$ cat src/rtl/frame_buffer_scheduler_if.sv
// Control/status bundle between the frame-buffer scheduler and the AXI writer/reader glue.
// The master side drives the event pulses; the slave side (the scheduler) returns addresses and status.
interface frame_buffer_scheduler_if #(
  parameter int AXI_ADDR_WIDTH = 32,
  parameter int CNT_WIDTH      = 16
);
  logic                      enable;
  logic                      wr_frame_done;
  logic                      rd_frame_start;
  logic                      clr_cnt;
  logic [AXI_ADDR_WIDTH-1:0] wr_base_addr;
  logic [AXI_ADDR_WIDTH-1:0] rd_base_addr;
  logic                      rd_frame_valid;
  logic                      fresh;
  logic [1:0]                wr_idx;
  logic [1:0]                rd_idx;
  logic [CNT_WIDTH-1:0]      drop_cnt;
  logic [CNT_WIDTH-1:0]      repeat_cnt;
  logic [1:0]                state;

  modport master (
    output enable, wr_frame_done, rd_frame_start, clr_cnt,
    input  wr_base_addr, rd_base_addr, rd_frame_valid, fresh,
           wr_idx, rd_idx, drop_cnt, repeat_cnt, state
  );

  modport slave (
    input  enable, wr_frame_done, rd_frame_start, clr_cnt,
    output wr_base_addr, rd_base_addr, rd_frame_valid, fresh,
           wr_idx, rd_idx, drop_cnt, repeat_cnt, state
  );
endinterface

$ cat src/rtl/frame_buffer_scheduler.sv
// Triple-buffer ownership scheduler: rotates writer/reader/spare DDR frame regions on
// frame-done and frame-start events and counts dropped and repeated frames.
module frame_buffer_scheduler #(
  parameter int                        AXI_ADDR_WIDTH = 32,
  parameter logic [AXI_ADDR_WIDTH-1:0] BASE_ADDR      = AXI_ADDR_WIDTH'(32'h1000_0000),
  parameter logic [AXI_ADDR_WIDTH-1:0] FRAME_STRIDE   = AXI_ADDR_WIDTH'(32'h0010_0000),
  parameter int                        CNT_WIDTH      = 16
) (
  input  logic                      clk_100Mhz,
  input  logic                      rst_n,
  frame_buffer_scheduler_if.slave   bus
);

  typedef enum logic [1:0] {
    S_IDLE       = 2'd0,
    S_WAIT_FIRST = 2'd1,
    S_RUN        = 2'd2
  } state_t;

  localparam logic [1:0] WR_RST = 2'd0;
  localparam logic [1:0] RD_RST = 2'd1;
  localparam logic [1:0] SP_RST = 2'd2;

  state_t                    state_q, state_d;
  logic [1:0]                wr_idx_q, wr_idx_d;
  logic [1:0]                rd_idx_q, rd_idx_d;
  logic [1:0]                spare_idx_q, spare_idx_d;
  logic                      fresh_q, fresh_d;
  logic                      rd_frame_valid_q, rd_frame_valid_d;
  logic [CNT_WIDTH-1:0]      drop_cnt_q, drop_cnt_d;
  logic [CNT_WIDTH-1:0]      repeat_cnt_q, repeat_cnt_d;
  logic [AXI_ADDR_WIDTH-1:0] wr_base_addr_q, wr_base_addr_d;
  logic [AXI_ADDR_WIDTH-1:0] rd_base_addr_q, rd_base_addr_d;
  logic                      drop_inc;
  logic                      repeat_inc;

  function automatic logic [AXI_ADDR_WIDTH-1:0] addr_of(input logic [1:0] idx);
    return BASE_ADDR + (AXI_ADDR_WIDTH'(idx) * FRAME_STRIDE);
  endfunction

  function automatic logic [CNT_WIDTH-1:0] sat_inc(input logic [CNT_WIDTH-1:0] cnt);
    return (&cnt) ? cnt : cnt + CNT_WIDTH'(1);
  endfunction

  always_comb begin
    state_d          = state_q;
    wr_idx_d         = wr_idx_q;
    rd_idx_d         = rd_idx_q;
    spare_idx_d      = spare_idx_q;
    fresh_d          = fresh_q;
    rd_frame_valid_d = rd_frame_valid_q;
    drop_inc         = 1'b0;
    repeat_inc       = 1'b0;

    if (!bus.enable) begin
      state_d          = S_IDLE;
      wr_idx_d         = WR_RST;
      rd_idx_d         = RD_RST;
      spare_idx_d      = SP_RST;
      fresh_d          = 1'b0;
      rd_frame_valid_d = 1'b0;
    end else begin
      case (state_q)
        S_IDLE: state_d = S_WAIT_FIRST;

        // The reader has nothing to show yet, so frame starts are not repeats.
        S_WAIT_FIRST: begin
          if (bus.wr_frame_done) begin
            wr_idx_d    = spare_idx_q;
            spare_idx_d = wr_idx_q;
            fresh_d     = 1'b1;
            drop_inc    = fresh_q;
            state_d     = S_RUN;
          end
        end

        S_RUN: begin
          if (bus.wr_frame_done && bus.rd_frame_start) begin
            // Reader takes the frame just finished; any older spare frame is lost.
            rd_idx_d         = wr_idx_q;
            wr_idx_d         = spare_idx_q;
            spare_idx_d      = rd_idx_q;
            fresh_d          = 1'b0;
            rd_frame_valid_d = 1'b1;
            drop_inc         = fresh_q;
          end else if (bus.wr_frame_done) begin
            wr_idx_d    = spare_idx_q;
            spare_idx_d = wr_idx_q;
            fresh_d     = 1'b1;
            drop_inc    = fresh_q;
          end else if (bus.rd_frame_start) begin
            if (fresh_q) begin
              rd_idx_d         = spare_idx_q;
              spare_idx_d      = rd_idx_q;
              fresh_d          = 1'b0;
              rd_frame_valid_d = 1'b1;
            end else begin
              repeat_inc = rd_frame_valid_q;
            end
          end
        end

        default: state_d = S_IDLE;
      endcase
    end

    if (bus.clr_cnt) begin
      drop_cnt_d   = '0;
      repeat_cnt_d = '0;
    end else begin
      drop_cnt_d   = drop_inc   ? sat_inc(drop_cnt_q)   : drop_cnt_q;
      repeat_cnt_d = repeat_inc ? sat_inc(repeat_cnt_q) : repeat_cnt_q;
    end

    // Addresses track the next-state indices so they line up with the registered indices.
    wr_base_addr_d = addr_of(wr_idx_d);
    rd_base_addr_d = addr_of(rd_idx_d);
  end

  always_ff @(posedge clk_100Mhz) begin
    if (!rst_n) begin
      state_q          <= S_IDLE;
      wr_idx_q         <= WR_RST;
      rd_idx_q         <= RD_RST;
      spare_idx_q      <= SP_RST;
      fresh_q          <= 1'b0;
      rd_frame_valid_q <= 1'b0;
      drop_cnt_q       <= '0;
      repeat_cnt_q     <= '0;
      wr_base_addr_q   <= addr_of(WR_RST);
      rd_base_addr_q   <= addr_of(RD_RST);
    end else begin
      state_q          <= state_d;
      wr_idx_q         <= wr_idx_d;
      rd_idx_q         <= rd_idx_d;
      spare_idx_q      <= spare_idx_d;
      fresh_q          <= fresh_d;
      rd_frame_valid_q <= rd_frame_valid_d;
      drop_cnt_q       <= drop_cnt_d;
      repeat_cnt_q     <= repeat_cnt_d;
      wr_base_addr_q   <= wr_base_addr_d;
      rd_base_addr_q   <= rd_base_addr_d;
    end
  end

  assign bus.state          = state_q;
  assign bus.wr_idx         = wr_idx_q;
  assign bus.rd_idx         = rd_idx_q;
  assign bus.fresh          = fresh_q;
  assign bus.rd_frame_valid = rd_frame_valid_q;
  assign bus.drop_cnt       = drop_cnt_q;
  assign bus.repeat_cnt     = repeat_cnt_q;
  assign bus.wr_base_addr   = wr_base_addr_q;
  assign bus.rd_base_addr   = rd_base_addr_q;

endmodule

$ cat src/flat_wrapper.sv
// flat-port wrapper written by rule: the top's interface ports become plain ports
module frame_buffer_scheduler_flat 
#(
  parameter int                        AXI_ADDR_WIDTH = 32,
  parameter logic [AXI_ADDR_WIDTH-1:0] BASE_ADDR      = AXI_ADDR_WIDTH'(32'h1000_0000),
  parameter logic [AXI_ADDR_WIDTH-1:0] FRAME_STRIDE   = AXI_ADDR_WIDTH'(32'h0010_0000),
  parameter int                        CNT_WIDTH      = 16
)
  (clk_100Mhz, rst_n, bus_enable, bus_wr_frame_done, bus_rd_frame_start, bus_clr_cnt, bus_wr_base_addr, bus_rd_base_addr, bus_rd_frame_valid, bus_fresh, bus_wr_idx, bus_rd_idx, bus_drop_cnt, bus_repeat_cnt, bus_state);
  frame_buffer_scheduler_if #(.AXI_ADDR_WIDTH(AXI_ADDR_WIDTH), .CNT_WIDTH(CNT_WIDTH)) bus_i ();
  input  logic clk_100Mhz;
  input  logic rst_n;
  input wire logic [$bits(bus_i.enable)-1:0] bus_enable;
  input wire logic [$bits(bus_i.wr_frame_done)-1:0] bus_wr_frame_done;
  input wire logic [$bits(bus_i.rd_frame_start)-1:0] bus_rd_frame_start;
  input wire logic [$bits(bus_i.clr_cnt)-1:0] bus_clr_cnt;
  output wire logic [$bits(bus_i.wr_base_addr)-1:0] bus_wr_base_addr;
  output wire logic [$bits(bus_i.rd_base_addr)-1:0] bus_rd_base_addr;
  output wire logic [$bits(bus_i.rd_frame_valid)-1:0] bus_rd_frame_valid;
  output wire logic [$bits(bus_i.fresh)-1:0] bus_fresh;
  output wire logic [$bits(bus_i.wr_idx)-1:0] bus_wr_idx;
  output wire logic [$bits(bus_i.rd_idx)-1:0] bus_rd_idx;
  output wire logic [$bits(bus_i.drop_cnt)-1:0] bus_drop_cnt;
  output wire logic [$bits(bus_i.repeat_cnt)-1:0] bus_repeat_cnt;
  output wire logic [$bits(bus_i.state)-1:0] bus_state;
  assign bus_i.enable = bus_enable;
  assign bus_i.wr_frame_done = bus_wr_frame_done;
  assign bus_i.rd_frame_start = bus_rd_frame_start;
  assign bus_i.clr_cnt = bus_clr_cnt;
  assign bus_wr_base_addr = bus_i.wr_base_addr;
  assign bus_rd_base_addr = bus_i.rd_base_addr;
  assign bus_rd_frame_valid = bus_i.rd_frame_valid;
  assign bus_fresh = bus_i.fresh;
  assign bus_wr_idx = bus_i.wr_idx;
  assign bus_rd_idx = bus_i.rd_idx;
  assign bus_drop_cnt = bus_i.drop_cnt;
  assign bus_repeat_cnt = bus_i.repeat_cnt;
  assign bus_state = bus_i.state;
  frame_buffer_scheduler #(.AXI_ADDR_WIDTH(AXI_ADDR_WIDTH), .BASE_ADDR(BASE_ADDR), .FRAME_STRIDE(FRAME_STRIDE), .CNT_WIDTH(CNT_WIDTH)) u_core (.clk_100Mhz(clk_100Mhz), .rst_n(rst_n), .bus(bus_i));
endmodule
$ cat config.mk
export PLATFORM = sky130hd
export DESIGN_NAME = frame_buffer_scheduler_flat
export DESIGN_NICKNAME = d
export VERILOG_FILES = /design/src/rtl/frame_buffer_scheduler_if.sv /design/src/rtl/frame_buffer_scheduler.sv /design/src/flat_wrapper.sv
export SDC_FILE = /design/constraint.sdc
export NUM_CORES = 1
export LEC_CHECK = 0
export CAP_MARGIN = 30
export CORE_MARGIN = 8
export CORE_UTILIZATION = 45
export CTS_BUF_LIST = sky130_fd_sc_hd__clkbuf_8
export DETAILED_ROUTE_END_ITERATION = 16
export MAX_ROUTING_LAYER = met4
export PLACE_DENSITY_LB_ADDON = 0.08
export SETUP_SLACK_MARGIN = 0.15
export SYNTH_ARGS = -nofsm -noshare
export SYNTH_HDL_FRONTEND = slang
export SYNTH_SLANG_ARGS = --single-unit
$ cat constraint.sdc
create_clock -name clk_100Mhz -period 2.4 [get_ports clk_100Mhz]
set_input_delay 0.48 -clock clk_100Mhz [delete_from_list [all_inputs] [get_ports clk_100Mhz]]
set_output_delay 0.48 -clock clk_100Mhz [all_outputs]
set_load 0.01 [all_outputs]
# Yosys cells after proc, flatten, opt, wreduce, memory -nomap -nowiden

Cells that the tools add are included.

Eq/ne operators: 6
Reductions and logical operators: 15
Bitwise logic cells: 4
$add $sub $neg: 4
Mux-type cells: 37

Operators with widths:

| operator                 | number |
|---|---|
| $add A29 B22 Y30 const A | 2 |
| $add A16 B1 Y16 const B  | 2 |
| $reduce_and A16 Y1       | 2 |
| $mux W2                  | 15 |
| $mux W1                  | 17 |
| $pmux W2 S2              | 2 |
| $reduce_and A2 Y1        | 4 |
| $reduce_and A4 Y1        | 2 |
| $pmux W2 S3              | 1 |
| $reduce_bool A2 Y1       | 3 |
| $ne A4 B2 Y1 const B     | 1 |
| $ne A4 B3 Y1 const B     | 1 |
| $not A1 Y1               | 4 |
| $pmux W1 S2              | 2 |
| $reduce_and A3 Y1        | 1 |
| $eq A2 B1 Y1 const B     | 1 |
| $eq A2 B2 Y1 const B     | 1 |
| $logic_not A2 Y1         | 1 |
| $ne A2 B1 Y1 const B     | 1 |
| $ne A2 B2 Y1 const B     | 1 |
| $reduce_or A2 Y1         | 1 |
| $logic_and A1 B1 Y1      | 1 |

Bits of input ports: 6
Flip-flop bits (word level): 106
Output and inout bits: 104
Logic and storage cells: 76

# Depth between registers and ports, before layout

Depth in word-level cells: 7
Depth in mapped cells: 8
Depth with buffers taken out: 6

# Worst setup path before layout

Ideal clock, no wire load.

Path kind: reg2reg
From: register u_core.state_q[0] (netlist: u_core.bus.state[0])
To: register u_core.drop_cnt_q[9] (netlist: u_core.bus.drop_cnt[9])
Path buffers: 1
Period minus slack after synthesis: 1924 ps
Data required time: 2330 ps
Slack: 476 ps
Arrival time: 1854 ps
Cell stages (with the launch flop): 8
Cells stage by stage: dfxtp_1 -> inv_1 -> ha_1 -> buf_2 -> and4_1 -> o21ai_2 -> or4_1 -> a21oi_1

Word-level cells in the longest chain between the ends: 4
Elaborated cells on any way between the ends: 5
Classes of those cells: eq/ne (2); mux (2); reduce/logical (1)

RTL lines:

| element                                      | line                          | RTL |
|---|---|---|
| start, declared                              | frame_buffer_scheduler.sv:24  | `state_t state_q, state_d;` |
| start signal, assigned                       | frame_buffer_scheduler.sv:133 | `state_q <= state_d;` |
| $eq A2 B2 Y1 or $eq A2 B1 Y1 (tied branches) | frame_buffer_scheduler.sv:63  | `case (state_q)` |
| $pmux W1 S2 *                                | frame_buffer_scheduler.sv:63  |  |
| $mux W1 *                                    | frame_buffer_scheduler.sv:55  | `if (!bus.enable) begin` |
| $reduce_and A2 Y1 (no line) *                | -                             |  |
| end signal, assigned                         | frame_buffer_scheduler.sv:139 | `drop_cnt_q <= drop_cnt_d;` |
| end, declared                                | frame_buffer_scheduler.sv:30  | `logic [CNT_WIDTH-1:0] drop_cnt_q, drop_cnt_d;` |

Every way passes the cells marked *; elsewhere a longest branch is shown, timed or not.
A chain may end at the register's enable or synchronous reset.

# Worst setup path in the final report

From: input bus_wr_frame_done
To: register u_core.spare_idx_q[1]

Word-level cells in the longest chain between the ends: 3
Elaborated cells on any way between the ends: 8
Classes of those cells: eq/ne (3); mux (3); reduce/logical (2)

RTL lines:

| element                                                    | line                                                       | RTL |
|---|---|---|
| start, declared                                            | flat_wrapper.sv:14                                         | `input wire logic [$bits(bus_i.wr_frame_done)-1:0] bus_wr_frame_done;` |
| $logic_and A1 B1 Y1 or $mux W2 (tied branches)             | frame_buffer_scheduler.sv:78, frame_buffer_scheduler.sv:86 |  |
| $ne A4 B2 Y1 (no line) (tied with other cells)             | -                                                          |  |
| $reduce_and A4 Y1 (no line) or $pmux W2 S2 (tied branches) | -                                                          |  |
| end signal, assigned                                       | frame_buffer_scheduler.sv:136                              | `spare_idx_q <= spare_idx_d;` |
| end, declared                                              | frame_buffer_scheduler.sv:27                               | `logic [1:0] spare_idx_q, spare_idx_d;` |

Parallel ways exist; a longest one is shown, timed or not.

==> run_results.csv <==
group,metric,value,unit
outcome,status,"finished clean",
clock_tree,cts_hold_buffers,0,
synth,synth_ff_type,"dfxtp_1",
clock_tree,cts_tree,"yes",
floorplanning,initial_core_util,0.464,
global_route,overflow,0,
power,leakage,1.18,nW
global_route,antenna_found_initial,0,
power,powerDensity,473,nW/um^2
timing,slew_headroom,0.622,
clock_tree,cts_resized,0,
route,drc_errors,0,
global_route,grt_usage,0.147,
global_route,grt_pass1_wl,10500,um
power,peakVddDrop,0.258,mV
floorplanning,die_h,93.9,um
global_route,grt_pass1_vias,2263,
placed_design,port-buffer-count,49,
hold_path,hold_class,"flop to flop",
global_route,grt_max_degree,30,
power,total_power,1.52,mW
route,drt_iter0_markers,80,
synth,synth_cells,326,
cells_and_area,fillers,573,
synth,async_flop_share,0,
synth,seq_area_frac_synth,0.308,
clock_tree,cts.htree.levels,2,
synth,ys_warn_count,0,
route,first_pass_iters,4,
placed_design,post-dp-hpwl,4790,um
cells_and_area,nets,386,
synth,yosys-top-cells-area,"dfxtp_1 (31%), buf_4 (18%), a21oi_1 (5.5%)",
synth,synth_top_area_cell,"dfxtp_1",
floorplanning,dieWidth,93.9,um
timing,totalNegativeSetupSlack,0,ns
timing,clock_skew,0.00483,ns
synth,synth_common_cells,"buf_4 (65), dfxtp_1 (42), a21oi_1 (30)",
flow_run,cap_violations,0,
clock_tree,clk_pin_slew_worst_paths,0.08,ns
floorplanning,io_pins,110,
route,ant_nets,0,
floorplanning,std_cell_rows,28,
timing,finalCritPeriodShare,0.841,
timing,finalSetupViolations,0,
timing,maxSlewViolCount,0,
clock_tree,clock-sinks,42,
floorplanning,core_region_area,5890,um^2
timing,worst_slew_pin_slew,0.568,ns
clock_tree,numCtsBuffers,5,
timing,rsz0062_at_grt,"false",
critical_path,required,2.59,ns
critical_path,path_max_fanout,9,
floorplanning,fp.dieArea,8830,um^2
route,routed_wl,6320,um
route,wl_per_cell,14.0,um
cells_and_area,area_growth,17.6,%
synth,synth_edf_count,0,
clock_tree,clock-root-buffer,"clkbuf_8",
timing,fmax,0.496,GHz
critical_path,timing_worst_setup_path_type,"input port to flop",
synth,synthesis.area,2730,um^2
synth,synth_top_area_share,0.308,
clock_tree,cts_max_path_buffers,2,
synth,synth-seq-cells,42,
route,routed_via_density,5.25,
cells_and_area,diodes,0,
clock_tree,clkLatencyLatePin,0.30,ns
critical_path,start_kind,"input port",
critical_path,end_kind,"flop",
clock_tree,cts_setup_buffers,0,
timing,post-route-min-period,2.02,ns
synth,synth.most_common_cell,"buf_4",
synth,avgSynthCellArea,8.39,um^2
route,num_vias,2368,
critical_path,arrival,2.21,ns
synth,synth_cell_types,45,
placed_design,gp_congestion,0.847,
cells_and_area,drive_above_1_share,0.0771,
timing,finalHoldViolCount,0,
-- placed cells by master (no fill, tap or decap), types with 5 or more instances in the layout --
cell type / synthesis / final
dfxtp_1: 42 / 42
nor2_1: 8 / 8
conb_1: 2 / 60
nor3_1: 5 / 5
o31ai_1: 17 / 17
nand2b_1: 5 / 5
clkbuf_8: 0 / 6
and4_1: 7 / 7
o21ai_0: 8 / 8
nand2_1: 24 / 24
nand3_1: 13 / 13
buf_4: 65 / 12
ha_1: 5 / 5
inv_1: 5 / 5
nand4_1: 15 / 15
a21oi_1: 30 / 30
clkdlybuf4s50_1: 0 / 49
or4_1: 19 / 19
-- metal layers --
layer	vias to the layer above	track usage	wire length, um
met5	-	-	0
li1	1201	-	-
met4	0	0.0476	65
met1	1100	0.172	2890
met2	61	0.240	2930
met3	6	0.0392	431
-- through the flow --
| step | hold slack, ns | util | worst slack [ns] | cells | area [um^2] |
|---|---|---|---|---|---|
| after global placement | 0.481 | 0.522 | 0.130 | 443 | 3070 |
| final | 0.499 | 0.546 | 0.382 | 451 | 3220 |
| after CTS | 0.498 | 0.546 | 0.409 | 451 | 3220 |
| after global routing | 0.531 | 0.546 | 0.274 | 451 | 3220 |
| after floorplan | 0.453 | - | 0.476 | 384 | 2950 |
| after detailed placement | 0.486 | 0.522 | 0.0908 | 443 | 3070 |
-- final cells by class --
| cell class | count | area (um^2) | share of cell area |
|---|---|---|---|
| tap | 75 | 93.8 | 0.0292 |
| clock inverter | 2 | 60.1 | 0.0187 |
| clock buffer | 6 | 82.6 | 0.0257 |
| multi-input combinational | 260 | 1540 | 0.479 |
| inverter | 5 | 18.8 | 0.00584 |
| timing repair buffer | 61 | 581 | 0.181 |
| sequential | 42 | 841 | 0.261 |
-- worst paths after layout --
path	start	endpoint	slack, ns	cells past startpoint
max reg2reg	u_core.bus.state[1]	u_core.bus.drop_cnt[3]	0.44	6
min	u_core.spare_idx_q[0]	flop	0.50	2
min reg2reg	u_core.spare_idx_q[0]	flop	0.50	2
max	bus_wr_frame_done	u_core.spare_idx_q[1]	0.38	6
-- power breakdown --
| part | internal, mW | switching (mW) | total [mW] |
|---|---|---|---|
| logic | 0.0311 | 0.0854 | 0.116 |
| registers | 0.700 | 0.00437 | 0.705 |
| clock network | 0.444 | 0.256 | 0.700 |
| total | 1.18 | 0.346 | 1.52 |
-- cells by family (layout without fill, tap and decap cells) --
kind of cell	Yosys count	in the layout	share of synthesized area
buf+inv	82	74	0.209
compound gates	71	71	0.165
mux	6	6	0.0229
simple gates	118	118	0.270
flops	42	42	0.308
other cells	2	60	0.00275
fa+ha+maj	5	5	0.0229
-- sequential cells by signal (all words and copies together) (netlist names), named ones only --
signal and cells:
u_core.bus.state 2, u_core.bus.drop_cnt 16, u_core.bus.repeat_cnt 16, u_core.bus.rd_frame_valid 1
u_core.bus.wr_base_addr 1, u_core.spare_idx_q 2, u_core.bus.rd_base_addr 2, u_core.bus.fresh 1
-- worst max-delay path, stage by stage --
cell             delay [ns]
clkdlybuf4s50_1        0.53
buf_4                  0.18
inv_1                  0.06
o21ai_0                0.24
mux2_2                 0.37
a311o_1                0.34
(Power assumes the default switching activity.)
